--- config.mk ---
export PLATFORM = sky130hd
export DESIGN_NAME = apple1_pia_io_flat
export DESIGN_NICKNAME = d
export VERILOG_FILES = /design/src/rtl/apple1_io_pkg.sv /design/src/rtl/apple1_pia_io_if.sv /design/src/rtl/apple1_kbd_fifo.sv /design/src/rtl/apple1_pia_io.sv /design/src/flat_wrapper.sv
export SDC_FILE = /design/constraint.sdc
export NUM_CORES = 1
export LEC_CHECK = 0
export ABC_AREA = 0
export BUFFER_PORTS_ARGS = -buffer_cell sky130_fd_sc_hd__buf_2
export CAP_MARGIN = 20
export CORE_ASPECT_RATIO = 0.7
export CORE_MARGIN = 3
export CORE_UTILIZATION = 30
export CTS_BUF_LIST = sky130_fd_sc_hd__clkbuf_4
export DETAILED_ROUTE_END_ITERATION = 10
export SLEW_MARGIN = 10
export SYNTH_ARGS = -nofsm -noshare
export SYNTH_HDL_FRONTEND = slang
export SYNTH_SLANG_ARGS = --single-unit
--- constraint.sdc ---
create_clock -name clk -period 2.8 [get_ports clk]
set_input_delay 0.14 -clock clk [delete_from_list [all_inputs] [get_ports clk]]
set_output_delay 0.14 -clock clk [all_outputs]
set_load 0.01 [all_outputs]
--- src/rtl/apple1_io_pkg.sv ---
// apple1_io_pkg: register map, control-bit indices and ASCII constants for the Apple-1 PIA I/O block
package apple1_io_pkg;
    localparam logic [1:0] REG_KBD = 2'd0, REG_KBDCR = 2'd1, REG_DSP = 2'd2, REG_DSPCR = 2'd3;
    localparam int DSPCR_OVR = 6;
    localparam logic [6:0] ASCII_CR = 7'h0D, ASCII_LF = 7'h0A, ASCII_A_LO = 7'h61, ASCII_Z_LO = 7'h7A;
    // Monitor ROM expects CR line endings and, on a stock machine, upper case only
    function automatic logic [6:0] kbd_xlate(input logic [6:0] c, input logic upcase);
        return c == ASCII_LF ? ASCII_CR :
               (upcase && c >= ASCII_A_LO && c <= ASCII_Z_LO) ? c - 7'h20 : c;
    endfunction
endpackage

--- src/rtl/apple1_pia_io_if.sv ---
// apple1_pia_io_if: CPU-side register bus of the Apple-1 PIA I/O block
interface apple1_pia_io_if;
    logic       cs;
    logic       re;
    logic       we;
    logic [1:0] addr;
    logic [7:0] wdata;
    logic [7:0] rdata;
    modport master(output cs, re, we, addr, wdata, input rdata);
    modport slave(input cs, re, we, addr, wdata, output rdata);
endinterface

--- src/rtl/apple1_kbd_fifo.sv ---
// apple1_kbd_fifo: synchronous keyboard FIFO with registered occupancy and show-ahead head
module apple1_kbd_fifo #(
    parameter int DEPTH = 4
) (
    input  logic       clk,
    input  logic       reset,
    input  logic       push,
    input  logic       pop,
    input  logic [6:0] din,
    output logic       full,
    output logic       empty,
    output logic [6:0] head
);
    localparam int AW = $clog2(DEPTH);
    logic [6:0]    mem_q [DEPTH];
    logic [AW-1:0] wr_q, wr_d, rd_q, rd_d;
    logic [AW:0]   cnt_q, cnt_d;
    logic          do_push, do_pop;
    assign full  = cnt_q == (AW+1)'(DEPTH);
    assign empty = cnt_q == '0;
    assign head  = mem_q[rd_q];
    always_comb begin
        do_push = push && !full;
        do_pop  = pop && !empty;
        wr_d    = wr_q + AW'(do_push);
        rd_d    = rd_q + AW'(do_pop);
        cnt_d   = cnt_q + (AW+1)'(do_push) - (AW+1)'(do_pop);
    end
    always_ff @(posedge clk) begin
        if (reset) begin
            wr_q  <= '0;
            rd_q  <= '0;
            cnt_q <= '0;
        end else begin
            wr_q  <= wr_d;
            rd_q  <= rd_d;
            cnt_q <= cnt_d;
        end
        if (do_push) mem_q[wr_q] <= din;
    end
endmodule

--- src/rtl/apple1_pia_io.sv ---
// apple1_pia_io: Apple-1 keyboard/display PIA registers bridging the CPU bus to byte streams
module apple1_pia_io
    import apple1_io_pkg::*;
#(
    parameter int KBD_DEPTH = 4,
    parameter int UPCASE    = 1
) (
    input  logic             clk,
    input  logic             reset,
    apple1_pia_io_if.slave   bus,
    input  logic             kbd_valid,
    input  logic [7:0]       kbd_data,
    output logic             kbd_ready,
    output logic             dsp_valid,
    output logic [6:0]       dsp_data,
    input  logic             dsp_ready
);
    logic       busy_q, busy_d;
    logic [6:0] dsp_q, dsp_d, kbdcr_q, kbdcr_d, dspcr_q, dspcr_d, head;
    logic       full, empty, push, pop, rd, wr, dsp_wr, unused_ok;
    assign unused_ok = ^{bus.wdata[7], kbd_data[7]};
    apple1_kbd_fifo #(.DEPTH(KBD_DEPTH)) u_fifo (
        .clk(clk), .reset(reset), .push(push), .pop(pop),
        .din(kbd_xlate(kbd_data[6:0], UPCASE != 0)),
        .full(full), .empty(empty), .head(head)
    );
    assign kbd_ready = !full && !reset;
    assign dsp_valid = busy_q;
    assign dsp_data  = dsp_q;
    assign bus.rdata = !bus.cs ? 8'h00 :
                       bus.addr == REG_KBD   ? (empty ? 8'h00 : {1'b1, head}) :
                       bus.addr == REG_KBDCR ? {!empty, kbdcr_q} :
                       bus.addr == REG_DSP   ? {busy_q, dsp_q} : {busy_q, dspcr_q};
    always_comb begin
        rd      = bus.cs && bus.re && !bus.we;
        wr      = bus.cs && bus.we;
        dsp_wr  = wr && bus.addr == REG_DSP;
        push    = kbd_valid && kbd_ready;
        pop     = rd && bus.addr == REG_KBD;
        kbdcr_d = (wr && bus.addr == REG_KBDCR) ? bus.wdata[6:0] : kbdcr_q;
        dsp_d   = (dsp_wr && !busy_q) ? bus.wdata[6:0] : dsp_q;
        // busy is judged pre-edge: a write landing on the handshake cycle is an overrun
        busy_d  = (dsp_wr && !busy_q) || (busy_q && !dsp_ready);
        dspcr_d = dspcr_q;
        if (wr && bus.addr == REG_DSPCR) dspcr_d = {1'b0, bus.wdata[5:0]};
        else if (dsp_wr && busy_q) dspcr_d[DSPCR_OVR] = 1'b1;
    end
    always_ff @(posedge clk) begin
        if (reset) begin
            busy_q  <= 1'b0;
            dsp_q   <= '0;
            kbdcr_q <= '0;
            dspcr_q <= '0;
        end else begin
            busy_q  <= busy_d;
            dsp_q   <= dsp_d;
            kbdcr_q <= kbdcr_d;
            dspcr_q <= dspcr_d;
        end
    end
endmodule

--- src/flat_wrapper.sv ---
// flat-port wrapper written by rule: the top's interface ports become plain ports
module apple1_pia_io_flat import apple1_io_pkg::*;
#(
    parameter int KBD_DEPTH = 4,
    parameter int UPCASE    = 1
)
  (clk, reset, kbd_valid, kbd_data, kbd_ready, dsp_valid, dsp_data, dsp_ready, bus_cs, bus_re, bus_we, bus_addr, bus_wdata, bus_rdata);
  apple1_pia_io_if bus_i ();
  input  logic clk;
  input  logic reset;
  input  logic kbd_valid;
  input  logic [7:0] kbd_data;
  output logic kbd_ready;
  output logic dsp_valid;
  output logic [6:0] dsp_data;
  input  logic dsp_ready;
  input wire logic [$bits(bus_i.cs)-1:0] bus_cs;
  input wire logic [$bits(bus_i.re)-1:0] bus_re;
  input wire logic [$bits(bus_i.we)-1:0] bus_we;
  input wire logic [$bits(bus_i.addr)-1:0] bus_addr;
  input wire logic [$bits(bus_i.wdata)-1:0] bus_wdata;
  output wire logic [$bits(bus_i.rdata)-1:0] bus_rdata;
  assign bus_i.cs = bus_cs;
  assign bus_i.re = bus_re;
  assign bus_i.we = bus_we;
  assign bus_i.addr = bus_addr;
  assign bus_i.wdata = bus_wdata;
  assign bus_rdata = bus_i.rdata;
  apple1_pia_io #(.KBD_DEPTH(KBD_DEPTH), .UPCASE(UPCASE)) u_core (.clk(clk), .reset(reset), .bus(bus_i), .kbd_valid(kbd_valid), .kbd_data(kbd_data), .kbd_ready(kbd_ready), .dsp_valid(dsp_valid), .dsp_data(dsp_data), .dsp_ready(dsp_ready));
endmodule
# --- After elaboration in Yosys (flattened, before gate mapping) ---
# Memory sizes are Yosys's and may differ from the RTL's. A register that Yosys moved wholly into a read port is not among the register bits.
# Cells that the tools add are included.
op_classes:
  reduce_logical: 25
  muxes: 10
  eq_ne: 5
  magnitude_cmp: 2
  add_sub_neg: 5
ops:
  columns: ["op", "count"]
  rows:
  - ["$mux W8", 4]
  - ["$mux W7", 3]
  - ["$logic_and A1 B1 Y1", 15]
  - ["$eq A7 B4 Y1 const B", 1]
  - ["$ge A7 B7 Y1 const B", 1]
  - ["$le A7 B7 Y1 const B", 1]
  - ["$sub A7 B6 Y7 const B", 1]
  - ["$logic_not A1 Y1", 6]
  - ["$add A2 B1 Y2", 2]
  - ["$eq A2 B2 Y1 const B", 2]
  - ["$add A3 B1 Y3", 1]
  - ["$eq A3 B3 Y1 const B", 1]
  - ["$logic_not A3 Y1", 1]
  - ["$sub A3 B1 Y3", 1]
  - ["$eq A2 B1 Y1 const B", 1]
  - ["$logic_not A2 Y1", 1]
  - ["$mux W1", 2]
  - ["$mux W2", 1]
  - ["$reduce_or A2 Y1", 1]
  - ["$logic_or A1 B1 Y1", 1]
word_totals:
  ramBits: 28
  in_bits: 25
  out_inout_bits: 17
  mem_count: 1
  register_bits: 29
  elab_cells: 56
memory_table:
  columns: ["name", "depth", "width", "rd", "rd_ports_with_merged_regs", "wr", "line", "source"]
  rows:
  - ["u_core.u_fifo.mem_q", 4, 7, 1, 1, 1, "apple1_kbd_fifo.sv:15", "logic [6:0] mem_q [DEPTH];"]

# --- Longest topological paths before layout ---
logic_depth:
  word_depth: 7
  mapped_depth: 11
  ltp_nobuf: 11

# --- Cells and area by module ---
# Synthesis repeated with hierarchy kept, for this count alone.
unflattened:
  cells_unflattened: 215
  hier_area_um2: 2533.7
modules_own_cells:
  columns: ["module", "instances", "area_per_inst_um2", "seq_area_each_um2", "cells_per_inst"]
  rows:
  - ["apple1_kbd_fifo", 1, 1371.3, 980.9, 72]
  - ["apple1_pia_io", 1, 1162.4, 440.4, 143]

# --- Worst setup path before layout ---
# No wires, ideal clock.
synth_timing:
  path_type: "reg2reg"
  startpoint: "register u_core.u_fifo.cnt_q[1]"
  endpoint: "register u_core.u_fifo.cnt_q[2]"
  setup_slack_ps: 650
  t_required_ps: 2672
  synth_period_minus_slack_ps: 2150
  arrival_ps: 2023
  path_buffers: 1
  setup_time_ps: 128
  stages_incl_launch_ff: 11
  cell_sequence: "dfxtp_1 or3_1 clkbuf_1 nand3_1 xnor2_1 ha_1 inv_1 fa_1 xor2_1 xnor2_1 nor2_1"
synth_between:
  elab_chain_len: 7
  word_cells_on_any_way: 10
  cone_classes: "add/sub (2); eq/ne (1); reduce/logical (7)"
synth_rtl:
  columns: ["element", "line", "source"]
  rows:
  - ["from (decl)", "apple1_kbd_fifo.sv:17", "logic [AW:0] cnt_q, cnt_d;"]
  - ["from (signal assigned)", "apple1_kbd_fifo.sv:37", "cnt_q <= cnt_d;"]
  - ["$eq A3 B3 Y1", "apple1_kbd_fifo.sv:19", "assign full = cnt_q == (AW+1)'(DEPTH);"]
  - ["$logic_not A1 Y1", "apple1_kbd_fifo.sv:23, apple1_pia_io.sv:27", null]
  - ["$logic_and A1 B1 Y1", "apple1_pia_io.sv:27", "assign kbd_ready = !full && !reset;"]
  - ["$logic_and A1 B1 Y1", "apple1_pia_io.sv:38", "push = kbd_valid && kbd_ready;"]
  - ["$logic_and A1 B1 Y1", "apple1_kbd_fifo.sv:23", "do_push = push && !full;"]
  - ["$add A3 B1 Y3", "apple1_kbd_fifo.sv:27", "cnt_d = cnt_q + (AW+1)'(do_push) - (AW+1)'(do_pop);"]
  - ["$sub A3 B1 Y3 (*)", "apple1_kbd_fifo.sv:27", null]
# Every way passes the cells marked *; elsewhere a longest branch is shown, timed or not.
# A chain may end at the register's enable or synchronous reset.

# --- Worst setup path after layout ---
# Same ends and word-level chain as after synthesis.

==> out/summary.txt <==
Nets -> 285
Worst slew margin -> 58.8%
Routed Antenna Nets -> 0
Skew-Pair Late Insertion Delay -> 400 ps
Yosys top cell by area -> edfxtp_1
syn_area_per_cell -> 12.4 µm²
Detail Placement HPWL -> 3960 µm
asr flop ratio synth -> 0%
run status -> finished clean
Iteration-0 DRC Markers -> 159
worst min path class -> input port to register
CTS buffer count -> 9
die height -> 83.5 µm
GR Util All Layers -> 12.2%
pin count of the biggest net entering global routing -> 30
Post-Syn Instances -> 207
Lkg Pwr -> 1.22 nW
Synth area leaders -> edfxtp_1 33%, dfxtp_1 23%, mux4_2 6.1%
required time of the critical path -> 3070 ps
Clk pwr share -> 34.2%
first-pass GRT wire length -> 8970 µm
Final min period -> 2320 ps
top_reg_cell synth -> dfxtp_1
DR vias/cell -> 4.88
Clock transition at path regs -> 90 ps
Die X -> 117 µm
Fin Setup TNS -> 0 ps
Post-synth EDFFs -> 28
post-cts resize count -> 0
Critical Path Source Type -> register
post-DR wirelength/cell -> 15.3 µm
post-CTS setup buffers -> 0
endpoints failing setup -> 0
1st-pass router iterations -> 4
Initial Utilization -> 31.7%
FF-to-FF setup slack -> 480 ps
Seq pwr share -> 55.2%
Synth Cell Area -> 2570 µm²
Slew Viols, Final -> 0
Max Clock Freq -> 0.430 GHz
final-report hold violation count -> 0
#FFs+latches synth -> 57
row count -> 27
Non-Filler Instances -> 362
vias in the first global route -> 1680
top-area cell type share of the netlist area -> 32.7%
syn_nets -> 236
Crit Path Category -> register to register
Setup Skew -> 13.1 ps
Total Routed Length -> 5550 µm
part of the power in combinational logic -> 10.7%
H-tree Lvls -> 3
Least-Margin Pin Slew -> 614 ps
maximum vdd ir drop -> 0.000214 V
DIE AREA -> 9740 µm²
core area -> 8110 µm²
post-synth cell types -> 44
Max FO, Critical Path -> 10
via count -> 1767
clock tree from TritonCTS -> yes
Fill cells -> 808
area grow syn2layout -> 19.9%
clk sinks -> 57
Max-Cap Viols -> 0
Sw Pwr -> 0.000396 W
cell-internal power -> 0.00126 W
critical path endpoint category -> register
critical path arrival -> 2590 ps
unrepaired setup endpoints after global routing -> no
initial antenna violation count -> 0
Bufs on Longest Clock Path -> 2
pwr dens -> 539 nW/µm²
IO Pins -> 42
sw frac -> 23.8%
yosys warns -> 0
grt ovf -> 0
sequential share of the synthesized area -> 55.3%
GP Congestion -> 0.734
DR DRC count -> 0
I/O Buffers -> 39
worst hold slack -> 41.0 ps
ant diodes -> 0
Root Buffer Master -> clkbuf_4
Cells after DPL -> 337
final worst-path cycle share -> 83.0%
layout cells sized above 1 -> 29.5%
-- worst max-delay path, stage by stage (launching register included) --
cell     delay, ps
dfxtp_1        360
or3_1          530
nand3_1        230
xnor2_1        140
ha_1           160
inv_1           50
fa_1           370
xor2_1         170
xnor2_1        140
nor2_1          60
-- layout make-up --
class	instances	area [µm²]	share of cell area (%)
Clock buffer	11	82.6	2.68
Sequential cell	57	1420	46.1
Multi-Input combinational cell	131	1060	34.5
Inverter	3	11.3	0.365
Timing Repair Buffer	54	330	10.7
Clock inverter	5	47.5	1.54
Tap cell	101	126	4.10
-- routing by layer --
metal / up-vias / global-route usage [%] / wire length (µm)
met2: 36 / 17.3 / 2510
met3: 5 / 5.94 / 306
li1: 873 / - / -
met5: - / 0 / 0
met4: 0 / 2.50 / 44
met1: 853 / 17.0 / 2690
-- metrics by stage --
step	setup WS (ps)	util, %	instance area (µm²)	total power [W]
6_report	477	38.0	3080	0.00166
3_5_place_dp	489	35.3	2860	0.00110
3_3_place_gp	520	35.3	2860	0.00110
5_1_grt	338	38.0	3080	0.00175
2_1_floorplan	650	-	2570	0.00104
4_1_cts	462	37.9	3070	0.00168
-- sequential cells by signal, summed over array words and instances (netlist names) --
name / count
u_core.u_fifo.mem_q: 28
u_core.dsp_data: 7
u_core.dspcr_q: 7
u_core.kbdcr_q: 7
u_core.u_fifo.cnt_q: 3
u_core.u_fifo.rd_q: 2
u_core.u_fifo.wr_q: 2
u_core.dsp_valid: 1
-- cell usage in the layout, fill, tap and decap left out, types with 2 or more instances in the layout --
master / count
nand2b_1: 3
mux2_2: 7
nor3_1: 2
edfxtp_1: 28
mux2_1: 2
nand4_1: 2
dfxtp_1: 29
a21oi_1: 8
clkinv_1: 2
xnor2_1: 3
ha_1: 3
inv_1: 3
xor2_1: 3
nor2b_1: 4
mux2i_1: 14
mux4_2: 7
a22o_1: 7
nor2_1: 25
dlygate4sd3_1: 9
a32o_1: 7
nand2_1: 14
nor3b_1: 2
buf_2: 39
clkinv_2: 2
clkbuf_4: 11
buf_4: 6
-- timing repair --
item,in CTS,in global routing
hold buffers,8,1
hold endpoints to repair,22,3
setup endpoints to repair,0,0
-- kinds of logic after synthesis --
group / Yosys count / share of synthesized area (%)
AO/OA/AOI/OAI: 27 / 8.47
XOR/XNOR: 6 / 2.04
adder cells (fa/ha/maj): 4 / 2.24
buffers and inverters: 19 / 3.41
flip-flops: 57 / 55.3
multiplexers: 30 / 15.5
AND/OR/NAND/NOR: 64 / 13.0
-- synthesized netlist by cell type (2+ instances only) --
cell / n
buf_2: 3
ha_1: 3
nor3_1: 2
a21oi_1: 8
a32o_1: 7
xnor2_1: 3
nor2_1: 25
clkbuf_1: 8
edfxtp_1: 28
xor2_1: 3
mux4_2: 7
nand2b_1: 3
dfxtp_1: 29
mux2i_1: 14
a22o_1: 7
nand4_1: 2
nor3b_1: 2
nor2b_1: 4
mux2_1: 2
inv_1: 3
clkbuf_2: 2
nand2_1: 14
mux2_2: 7
-- power by group through the flow --
stage / sequential [W] / combinational (W) / clock [W]
after floorplan: 0.000932 / 0.000108 / 0
after global placement: 0.000934 / 0.000165 / 0
after detailed placement: 0.000935 / 0.000167 / 0
after CTS: 0.000916 / 0.000177 / 0.000589
after global routing: 0.000919 / 0.000197 / 0.000633
final: 0.000916 / 0.000177 / 0.000567
-- path summary, 6_finish.rpt --
check / startpoint / cells past startpoint / endpoint
min: dsp_ready / 4 / u_core.dsp_valid$_SDFF_PP0_
min reg2reg: u_core.dspcr_q[2]$_SDFFE_PP0P_ / 2 / u_core.dspcr_q[2]$_SDFFE_PP0P_
max: u_core.u_fifo.cnt_q[1]$_SDFF_PP0_ / 9 / u_core.u_fifo.cnt_q[2]$_SDFF_PP0_
max reg2reg: u_core.u_fifo.cnt_q[1]$_SDFF_PP0_ / 9 / u_core.u_fifo.cnt_q[2]$_SDFF_PP0_
No activity file was read; power rests on OpenSTA's default activity.
